[src/rtl/operand_fetch_if.sv]
// Operand fetch bus: instruction stream, register file read/write-back
// ports and the registered operand bundle toward the addressing-mode stage.
interface operand_fetch_if #(
    parameter int DATA_W = 16,
    parameter int REG_AW = 3
);
    logic [DATA_W-1:0] instr_data;
    logic              instr_valid;
    logic              instr_ready;

    logic [REG_AW-1:0] rf_raddr1;
    logic [DATA_W-1:0] rf_rdata1;
    logic [REG_AW-1:0] rf_raddr2;
    logic [DATA_W-1:0] rf_rdata2;

    logic              wb_en;
    logic [REG_AW-1:0] wb_addr;
    logic [DATA_W-1:0] wb_data;

    logic [DATA_W-1:0] op1_data;
    logic [DATA_W-1:0] op2_data;
    logic [15:0]       op1_regaddr;
    logic [15:0]       op2_regaddr;
    logic [3:0]        op_opcode;
    logic              out_valid;
    logic              out_ready;

    modport master (
        input  instr_data, instr_valid,
        output instr_ready,
        output rf_raddr1, rf_raddr2,
        input  rf_rdata1, rf_rdata2,
        input  wb_en, wb_addr, wb_data,
        output op1_data, op2_data,
        output op1_regaddr, op2_regaddr,
        output op_opcode, out_valid,
        input  out_ready
    );

    modport slave (
        output instr_data, instr_valid,
        input  instr_ready,
        input  rf_raddr1, rf_raddr2,
        output rf_rdata1, rf_rdata2,
        output wb_en, wb_addr, wb_data,
        input  op1_data, op2_data,
        input  op1_regaddr, op2_regaddr,
        input  op_opcode, out_valid,
        output out_ready
    );
endinterface

[src/rtl/operand_fetch.sv]
// Operand fetch: decodes instruction words, reads the register file and
// emits a registered operand bundle. OPFETCH_BYPASS_EN adds write-back bypass.
module operand_fetch #(
    parameter int DATA_W   = 16,
    parameter int REG_AW   = 3,
    parameter int ACC_ADDR = 0
) (
    input logic           clk,
    input logic           rst,
    operand_fetch_if.master bus
);

    localparam logic [1:0] IDLE     = 2'd0;
    localparam logic [1:0] EXT_WAIT = 2'd1;
    localparam logic [1:0] HOLD     = 2'd2;

    localparam logic [REG_AW-1:0] ACC = REG_AW'(ACC_ADDR);

    logic [1:0]        state;
    logic              pend_lda;
    logic [REG_AW-1:0] pend_rd;

    logic [3:0]        opc;
    logic [REG_AW-1:0] rd;
    logic [REG_AW-1:0] rs;
    logic              is_ext;
    logic [REG_AW-1:0] raddr1;
    logic [REG_AW-1:0] raddr2;
    logic [DATA_W-1:0] samp1;
    logic [DATA_W-1:0] samp2;

    assign opc    = bus.instr_data[DATA_W-1 -: 4];
    assign rd     = bus.instr_data[DATA_W-5 -: REG_AW];
    assign rs     = bus.instr_data[DATA_W-5-REG_AW -: REG_AW];
    assign is_ext = (opc == 4'hC) || (opc == 4'hD);

    assign bus.instr_ready = (state != HOLD) || bus.out_ready;

    always_comb begin
        raddr1 = rd;
        raddr2 = rs;
        if (state == EXT_WAIT) begin
            raddr1 = pend_rd;
            raddr2 = ACC;
        end
    end

    assign bus.rf_raddr1 = raddr1;
    assign bus.rf_raddr2 = raddr2;

`ifdef OPFETCH_BYPASS_EN
    assign samp1 = (bus.wb_en && bus.wb_addr == raddr1) ?
                   bus.wb_data : bus.rf_rdata1;
    assign samp2 = (bus.wb_en && bus.wb_addr == raddr2) ?
                   bus.wb_data : bus.rf_rdata2;
`else
    logic unused_wb;
    assign unused_wb = ^{bus.wb_en, bus.wb_addr, bus.wb_data};
    assign samp1     = bus.rf_rdata1;
    assign samp2     = bus.rf_rdata2;
`endif

    always_ff @(posedge clk or posedge rst) begin
        if (rst) begin
            state           <= IDLE;
            pend_lda        <= 1'b0;
            pend_rd         <= '0;
            bus.op1_data    <= '0;
            bus.op2_data    <= '0;
            bus.op1_regaddr <= '0;
            bus.op2_regaddr <= '0;
            bus.op_opcode   <= '0;
            bus.out_valid   <= 1'b0;
        end else begin
            unique case (state)
                EXT_WAIT: begin
                    if (bus.instr_valid) begin
                        state         <= HOLD;
                        bus.out_valid <= 1'b1;
                        if (pend_lda) begin
                            bus.op1_data    <= bus.instr_data;
                            bus.op1_regaddr <= '0;
                            bus.op2_data    <= samp2;
                            bus.op2_regaddr <= 16'(ACC);
                            bus.op_opcode   <= 4'hD;
                        end else begin
                            bus.op1_data    <= samp1;
                            bus.op1_regaddr <= 16'(pend_rd);
                            bus.op2_data    <= bus.instr_data;
                            bus.op2_regaddr <= '0;
                            bus.op_opcode   <= 4'hC;
                        end
                    end
                end
                default: begin
                    // HOLD with a stalled consumer keeps everything frozen
                    if (bus.instr_ready) begin
                        if (!bus.instr_valid) begin
                            state         <= IDLE;
                            bus.out_valid <= 1'b0;
                        end else if (is_ext) begin
                            state         <= EXT_WAIT;
                            pend_lda      <= (opc == 4'hD);
                            pend_rd       <= rd;
                            bus.out_valid <= 1'b0;
                        end else begin
                            state           <= HOLD;
                            bus.out_valid   <= 1'b1;
                            bus.op1_data    <= samp1;
                            bus.op2_data    <= samp2;
                            bus.op1_regaddr <= 16'(rd);
                            bus.op2_regaddr <= 16'(rs);
                            bus.op_opcode   <= opc;
                        end
                    end
                end
            endcase
        end
    end

endmodule

[src/flat_wrapper.sv]
// flat-port wrapper written by rule: the top's interface ports become plain ports
module operand_fetch_flat 
#(
    parameter int DATA_W   = 16,
    parameter int REG_AW   = 3,
    parameter int ACC_ADDR = 0
)
  (clk, rst, bus_instr_data, bus_instr_valid, bus_instr_ready, bus_rf_raddr1, bus_rf_raddr2, bus_rf_rdata1, bus_rf_rdata2, bus_wb_en, bus_wb_addr, bus_wb_data, bus_op1_data, bus_op2_data, bus_op1_regaddr, bus_op2_regaddr, bus_op_opcode, bus_out_valid, bus_out_ready);
  operand_fetch_if #(.DATA_W(DATA_W), .REG_AW(REG_AW)) bus_i ();
  input logic clk;
  input logic rst;
  input wire logic [$bits(bus_i.instr_data)-1:0] bus_instr_data;
  input wire logic [$bits(bus_i.instr_valid)-1:0] bus_instr_valid;
  output wire logic [$bits(bus_i.instr_ready)-1:0] bus_instr_ready;
  output wire logic [$bits(bus_i.rf_raddr1)-1:0] bus_rf_raddr1;
  output wire logic [$bits(bus_i.rf_raddr2)-1:0] bus_rf_raddr2;
  input wire logic [$bits(bus_i.rf_rdata1)-1:0] bus_rf_rdata1;
  input wire logic [$bits(bus_i.rf_rdata2)-1:0] bus_rf_rdata2;
  input wire logic [$bits(bus_i.wb_en)-1:0] bus_wb_en;
  input wire logic [$bits(bus_i.wb_addr)-1:0] bus_wb_addr;
  input wire logic [$bits(bus_i.wb_data)-1:0] bus_wb_data;
  output wire logic [$bits(bus_i.op1_data)-1:0] bus_op1_data;
  output wire logic [$bits(bus_i.op2_data)-1:0] bus_op2_data;
  output wire logic [$bits(bus_i.op1_regaddr)-1:0] bus_op1_regaddr;
  output wire logic [$bits(bus_i.op2_regaddr)-1:0] bus_op2_regaddr;
  output wire logic [$bits(bus_i.op_opcode)-1:0] bus_op_opcode;
  output wire logic [$bits(bus_i.out_valid)-1:0] bus_out_valid;
  input wire logic [$bits(bus_i.out_ready)-1:0] bus_out_ready;
  assign bus_i.instr_data = bus_instr_data;
  assign bus_i.instr_valid = bus_instr_valid;
  assign bus_instr_ready = bus_i.instr_ready;
  assign bus_rf_raddr1 = bus_i.rf_raddr1;
  assign bus_rf_raddr2 = bus_i.rf_raddr2;
  assign bus_i.rf_rdata1 = bus_rf_rdata1;
  assign bus_i.rf_rdata2 = bus_rf_rdata2;
  assign bus_i.wb_en = bus_wb_en;
  assign bus_i.wb_addr = bus_wb_addr;
  assign bus_i.wb_data = bus_wb_data;
  assign bus_op1_data = bus_i.op1_data;
  assign bus_op2_data = bus_i.op2_data;
  assign bus_op1_regaddr = bus_i.op1_regaddr;
  assign bus_op2_regaddr = bus_i.op2_regaddr;
  assign bus_op_opcode = bus_i.op_opcode;
  assign bus_out_valid = bus_i.out_valid;
  assign bus_i.out_ready = bus_out_ready;
  operand_fetch #(.DATA_W(DATA_W), .REG_AW(REG_AW), .ACC_ADDR(ACC_ADDR)) u_core (.clk(clk), .rst(rst), .bus(bus_i));
endmodule
[config.mk]
export PLATFORM = sky130hd
export DESIGN_NAME = operand_fetch_flat
export DESIGN_NICKNAME = d
export VERILOG_FILES = /design/src/rtl/operand_fetch_if.sv /design/src/rtl/operand_fetch.sv /design/src/flat_wrapper.sv
export SDC_FILE = /design/constraint.sdc
export NUM_CORES = 1
export LEC_CHECK = 0
export ABC_AREA = 1
export CAP_MARGIN = 25
export CORE_MARGIN = 2
export CORE_UTILIZATION = 36
export CTS_CLUSTER_SIZE = 10
export DETAILED_ROUTE_END_ITERATION = 12
export PLACE_DENSITY = 0.77
export SYNTH_ARGS = -nofsm -noshare
export SYNTH_HDL_FRONTEND = slang
export SYNTH_SLANG_ARGS = --single-unit
export TNS_END_PERCENT = 100
[constraint.sdc]
create_clock -name clk -period 1.15 [get_ports clk]
set_input_delay 0.115 -clock clk [delete_from_list [all_inputs] [get_ports clk]]
set_output_delay 0.115 -clock clk [all_outputs]
set_load 0.005 [all_outputs]
==> impl_metrics.env, run 1 <==
export IMPL_synth_compound_area_share_pct=0.712
export IMPL_worst_setup_path_type="flip-flop to flip-flop"
export IMPL_power_frac_seq_pct=41.9
export IMPL_setup_viol=55
export IMPL_synth_top_family_by_area="simple AND/OR/NAND/NOR gates"
export IMPL_p_comb_share_pct=38.2
export IMPL_die_area_sq_mm=0.00853
export IMPL_finalPower_mw=5.23
export IMPL_io_pins=148
export IMPL_grt_max_degree=49
export IMPL_clock_sinks=48
export IMPL_nets=656
export IMPL_crit_top_cell="nand2_1"
export IMPL_ys_warnings_count=0
export IMPL_fin_tns_setup_ps=-12130
export IMPL_reg2reg_to="u_core.bus.op1_data[4]"
export IMPL_hold_viol=0
export IMPL_gr_usage_all_layers_pct=20.9
export IMPL_multi_input_area_sq_mm=0.00162
export IMPL_utilization_pct=62.0
export IMPL_yosys_top_cells_count="nand2_1, dfrtp_1, buf_4, nand3_1, buf_2"
export IMPL_critPathMaxFanout=8
export IMPL_ir_worst_vdd_v=0.000564
export IMPL_clk_pin_slew_ps=90
export IMPL_holdCritPathClass="input pin to asynchronous set/reset pin"
export IMPL_synth_top_area_share_pct=42.7
export IMPL_num_vias=3139
export IMPL_synth_top_area_cell="dfrtp_1"
export IMPL_required_ps=1340
export IMPL_p_int_mw=3.50
export IMPL_grt_pass1_vias=2810
export IMPL_fin_skew_ps=3.80
export IMPL_synthCells=427
export IMPL_drive_gt1_share_pct=22.6
export IMPL_hold_slack_ps=215
export IMPL_regArea_sq_mm=0.00121
export IMPL_power_frac_clock_pct=19.9
export IMPL_drt_total_wl_microns=9770
export IMPL_final_antenna_net_count=0
export IMPL_netlist_area_sq_mm=0.00281
export IMPL_worstRegToRegCells=10
export IMPL_synth_fa_ha_area_share_pct=0
export IMPL_slowest_stage="dfrtp_1"
export IMPL_fmax_mhz=694
export IMPL_placementRows=32
export IMPL_setup_worst_path_end="u_core.bus.op1_data[4]"
export IMPL_end_kind="flip-flop"
export IMPL_startpoint_type="flip-flop"
export IMPL_numCtsBuffers=5
export IMPL_crit_cells=10
export IMPL_first_iter_violations=174
export IMPL_synth_most_common_cell="nand2_1"
export IMPL_start_util_pct=36.7
export IMPL_areaGrowthSynthToFinish_pct=68.7
export IMPL_drt_pass1_iterations=4
export IMPL_fillers=664
export IMPL_yosys_top_cells_area="dfrtp_1, nand2_1, buf_4"
export IMPL_post_route_period_util_pct=125
export IMPL_portBuffers=101
export IMPL_syn_area_per_cell_sq_um=6.58
export IMPL_routed_via_density=4.57
export IMPL_ys_flop_type="dfrtp_1"
export IMPL_cts_root_buffer="clkbuf_8"
export IMPL_overflow=0
export IMPL_crit_family="simple AND/OR/NAND/NOR gates"
export IMPL_power_per_cell_area_mw_per_mm2=1100
export IMPL_wl_per_cell_microns=14.2
export IMPL_synthMuxAreaShare_pct=0
export IMPL_final_cells=687
export IMPL_dpl_hpwl_microns=5890
export IMPL_synth_async_sr_flop_share_pct=100
export IMPL_critical_path_buf_inv_count=4
export IMPL_crit_chain="inv_2 -> nor2_4 -> buf_6 -> buf_6 -> buf_12 -> nand2_8 -> nand2_2 -> nand2_1 -> nand2_1 -> nand2_1"
export IMPL_rsz0062_at_grt="true"
export IMPL_outcome="complete, but fails checks"
export IMPL_reg2reg_from="u_core.state[0]"
export IMPL_dp_cells=641
export IMPL_cp_startpoint="u_core.state[0]"
export IMPL_p_switching_mw=1.73
export IMPL_cts_tree="yes"
export IMPL_synth_distinct_cells=16
export IMPL_power_leakage_nw=2.57
export IMPL_drc=0
export IMPL_cts_buffer_depth=2
export IMPL_die_h_microns=92.4
export IMPL_ys_ff_latch=48
export IMPL_violations="negative setup slack"
export IMPL_swShare_pct=33.1
export IMPL_num_antenna_cells=0
export IMPL_worstSkewPairLatency_ps=300
export IMPL_max_cap_viol_count=0
export IMPL_die_w_microns=92.4
export IMPL_synth_edf_count=0
export IMPL_worst_slack_ps=-291
export IMPL_synth_simple_area_share_pct=44.3
export IMPL_cp_arrival_ps=1640
export IMPL_grt_pass1_wl_microns=14100
export IMPL_cpPeakStageDelay_ps=380
export IMPL_antenna_found_initial=0
export IMPL_r2r_setup_slack_ps=-290
export IMPL_ctsHtreeMaxLevel=2
export IMPL_core_sq_mm=0.00765
export IMPL_synthXorXnorAreaFrac_pct=0
export IMPL_gp_congestion=0.812
export IMPL_ys_seq_area_share_pct=42.7
export IMPL_finalMaxSlewViolations=0
export IMPL_fin_crit_ps=1440
[power groups by stage]
stage                     clock network (mW)  registers (mW)  logic, mW
after detailed placement                   0            2.19       1.79
after CTS                               1.07            2.18       1.80
final                                   1.04            2.19       2.00
after global routing                    1.11            2.23       2.18
after floorplan                            0            2.19      0.797
after global placement                     0            2.19       1.75
[cells in the final DEF (no fill, tap or decap), types with 3 or more instances in the layout]
cell type          n
nand2_1          259
clkdlybuf4s50_1   51
dfrtp_1           46
dlygate4sd2_1     42
buf_4             41
conb_1            26
nand2_2           23
nand3_1           15
buf_6             11
nor2_4            10
buf_12            10
inv_1              7
clkbuf_8           6
buf_2              6
nand3_2            3
nand2_4            3
nand2_8            3
o21ai_0            3
clkbuf_16          3
[state kept, by name (all words and copies together), names as in the netlist]
| register | count |
|---|---|
| u_core.bus.op1_regaddr | 3 |
| u_core.bus.op1_data | 16 |
| u_core.bus.op2_data | 16 |
| u_core.bus.out_valid | 1 |
| u_core.state | 1 |
| u_core.pend_rd | 3 |
| u_core.bus.op2_regaddr | 3 |
| u_core.pend_lda | 1 |
| u_core.bus.op_opcode | 4 |
[worst min path at each step]
stage	startpoint	endpoint	slack [ps]
floorplan	rst	u_core.bus.op1_data[0]	140
global placement	u_core.bus.op1_data[11]	u_core.bus.op1_data[11]	460
detailed placement	u_core.bus.op1_data[3]	u_core.bus.op1_data[3]	460
CTS	rst	u_core.bus.op1_data[13]	220
global route	rst	u_core.bus.op1_data[15]	250
finish	rst	u_core.bus.op2_data[15]	220
[worst reg2reg max path, stage by stage (launching register included)]
cell	delay, ps
dfrtp_1	380
inv_2	70
nor2_4	150
buf_6	140
buf_6	130
buf_12	140
nand2_8	90
nand2_2	80
nand2_1	50
nand2_1	60
nand2_1	50
[cell families (layout without fill, tap and decap cells)]
family | after synthesis | in the layout
and+or+nand+nor | 318 | 323
DFF | 48 | 48
buffers and inverters | 56 | 184
other | 1 | 26
AOI/OAI and AO/OA | 4 | 4
[final cells by class]
| class | instances | area share [%] |
|---|---|---|
| timing repair buffer | 166 | 35.0 |
| clock buffer | 8 | 1.90 |
| tap | 102 | 2.69 |
| inverter | 10 | 0.924 |
| multi-input combinational | 353 | 34.1 |
| sequential | 48 | 25.4 |
[per-layer routing]
layer / part of all wire [%] / GRT usage (%)
met3: 7.1 / 3.34
met1: 41 / 28.4
met5: 0 / 0
met2: 50 / 33.9
met4: 2.0 / 7.34
[stage by stage]
stage / worst slack [ps] / area (sq um)
2_1_floorplan: -46.0 / 2910
3_3_place_gp: -621 / 4030
3_5_place_dp: -712 / 4030
4_1_cts: -307 / 4380
5_1_grt: -359 / 4740
6_report: -291 / 4740
[timing repair]
action / in CTS / in global routing
pin swaps: 5 / 26
hold buffers: 0 / 0
gates resized for setup: 118 / 35
setup endpoints to repair: 98 / 56
setup buffers: 15 / 13
gates cloned: 6 / 4
Note: power is estimated with default switching activity, not from simulation.
==> inputs of run 2 (changes only) <==
--- a/config.mk
+++ b/config.mk
@@ -9,9 +9,11 @@
 export CAP_MARGIN = 25
 export CORE_MARGIN = 2
 export CORE_UTILIZATION = 36
+export CTS_CLUSTER_DIAMETER = 30
 export CTS_CLUSTER_SIZE = 10
 export DETAILED_ROUTE_END_ITERATION = 12
 export PLACE_DENSITY = 0.77
+export REMOVE_ABC_BUFFERS = 1
 export SYNTH_ARGS = -nofsm -noshare
 export SYNTH_HDL_FRONTEND = slang
 export SYNTH_SLANG_ARGS = --single-unit
==> run 2 against run 1 <==
  * Largest cell class unchanged
  * Sequential share of layout area fell by 0.62 points
  * Final cell count rose by 0.73%
  * Maximum frequency fell by 4.9%
  * The run still ends with negative setup slack left
  * Count of clock-buffer cells in the layout fell by 2
==> impl_metrics.env, run 2 (same netlist as run 1, synthesis figures left out) <==
export IMPL_outcome="complete, but fails checks"
export IMPL_violations="negative setup slack"
export IMPL_cts_buffer_depth=2
export IMPL_wl_per_cell_microns=13.8
export IMPL_max_cap_viol_count=0
export IMPL_antenna_found_initial=0
export IMPL_fillers=664
export IMPL_layout_common_cells="nand2_1, clkdlybuf4s50_1, buf_4"
export IMPL_final_common_cell="nand2_1"
export IMPL_cpPeakStageDelay_ps=400
export IMPL_rsz0062_at_grt="true"
export IMPL_die_h_microns=92.4
export IMPL_reg_largest_list="u_core.bus.op1_data (16), u_core.bus.op2_data (16), u_core.bus.op_opcode (4)"
export IMPL_critPathMaxFanout=3
export IMPL_holdCritPathClass="input pin to asynchronous set/reset pin"
export IMPL_areaGrowthSynthToFinish_pct=72.4
export IMPL_cts_tree="yes"
export IMPL_power_leakage_nw=2.66
export IMPL_regArea_sq_mm=0.00120
export IMPL_grt_busiest_layer="met2"
export IMPL_gr_usage_all_layers_pct=22.1
export IMPL_utilization_pct=63.4
export IMPL_multi_input_area_sq_mm=0.00167
export IMPL_finalPower_mw=5.21
export IMPL_critical_path_buf_inv_count=4
export IMPL_final_antenna_net_count=0
export IMPL_drt_pass1_iterations=4
export IMPL_ir_worst_vdd_v=0.000525
export IMPL_num_vias=3199
export IMPL_cp_arrival_ps=1400
export IMPL_fin_skew_ps=4.96
export IMPL_grt_pass1_wl_microns=14900
export IMPL_num_antenna_cells=0
export IMPL_drt_total_wl_microns=9540
export IMPL_post_route_period_util_pct=132
export IMPL_portBuffers=101
export IMPL_core_sq_mm=0.00765
export IMPL_gp_congestion=0.820
export IMPL_worst_setup_path_type="flip-flop to output pin"
export IMPL_numCtsBuffers=5
export IMPL_tightest_slew_ps=544
export IMPL_met1_usage_pct=26.9
export IMPL_grt_pass1_vias=3138
export IMPL_cts_root_buffer="clkbuf_8"
export IMPL_ctsHtreeMaxLevel=2
export IMPL_drc=0
export IMPL_nets=662
export IMPL_clock_sinks=48
export IMPL_die_area_sq_mm=0.00853
export IMPL_worstSkewPairLatency_ps=290
export IMPL_clk_pin_slew_ps=90
export IMPL_fin_crit_ps=1510
export IMPL_required_ps=1030
export IMPL_hold_viol=0
export IMPL_relSlewSlack_pct=63.7
export IMPL_start_util_pct=36.7
export IMPL_setup_viol=55
export IMPL_worst_slack_ps=-365
export IMPL_drive_gt1_share_pct=26.3
export IMPL_slowest_stage="dfrtp_1"
export IMPL_die_w_microns=92.4
export IMPL_end_kind="output pin"
export IMPL_dpl_hpwl_microns=5630
export IMPL_power_per_cell_area_mw_per_mm2=1080
export IMPL_io_pins=148
export IMPL_placementRows=32
export IMPL_place_ws_ps=-697
export IMPL_crit_chain="inv_2 -> buf_4 -> nand3_4 -> buf_6 -> dlygate4sd2_1"
export IMPL_routed_via_density=4.62
export IMPL_finalMaxSlewViolations=0
export IMPL_use_met2_pct=38.7
export IMPL_overflow=0
export IMPL_crit_family="buffers and inverters"
export IMPL_grt_max_degree=49
export IMPL_startpoint_type="flip-flop"
export IMPL_use_met3_pct=3.99
export IMPL_fmax_mhz=660
export IMPL_first_iter_violations=118
==> run 2: repair_timing <==
action / CTS / global route
endpoints found under the setup margin: 98 / 56
buffers inserted: 34 / 6
resized for setup: 127 / 44
cloned: 6 / 0
pin swaps: 49 / 16
hold buffers: 0 / 0
==> run 2: per-layer routing <==
layer / part of all wire [%] / vias to the layer above
met1: 40 / 1487
met2: 52 / 123
met4: 2.4 / 0
met5: 0 / -
met3: 5.9 / 22
li1: - / 1567
==> run 2: worst reg2reg max path, stage by stage, from the launching register on <==
cell and delay (ps):
dfrtp_2 450, nor2_4 130, buf_8 140, buf_6 110, buf_8 120, nand2_8 70, buf_8 160, nand2_2 50
nand2_1 50, nand2_1 50, nand2_1 50
==> run 2: final timing paths <==
kind | startpoint | to | depth (start not counted) | slack [ps]
min in group clk | bus_instr_data[12] | u_core.pend_lda | 3 | 440
max in group asynchronous | rst | u_core.bus.out_valid | 3 | 740
worst max-delay path | u_core.state[0] | bus_instr_ready | 5 | -360
worst min-delay path | rst | u_core.bus.op1_data[7] | 3 | 170
worst min register to register | u_core.bus.op2_data[0] | u_core.bus.op2_data[0] | 2 | 470
worst max register to register | u_core.bus.out_valid | u_core.bus.op1_data[12] | 10 | -340
==> run 2: final cells by class <==
cell class | instances | share of cell area, %
timing repair buffer | 174 | 35.6
multi-input combinational | 351 | 34.6
sequential | 48 | 24.8
tap | 102 | 2.63
clock buffer | 6 | 1.50
inverter | 10 | 0.775
clock inverter | 1 | 0.103
==> run 2: per-stage QoR <==
stage          std cells  area [sq um]  TNS (ps)  hold WS [ps]
3_3_place_gp         642          4070    -30540           454
6_report             692          4840    -15790           171
4_1_cts              689          4680    -15820           187
5_1_grt              692          4840    -18250           195
2_1_floorplan        406          2600    -50150           225
3_5_place_dp         642          4070    -32910           458
==> run 2: power by group <==
part	switching (mW)	total [mW]	internal (mW)
sequential	0.193	2.17	1.98
clock	0.545	0.960	0.415
combinational	1.01	2.08	1.07
total	1.75	5.21	3.47
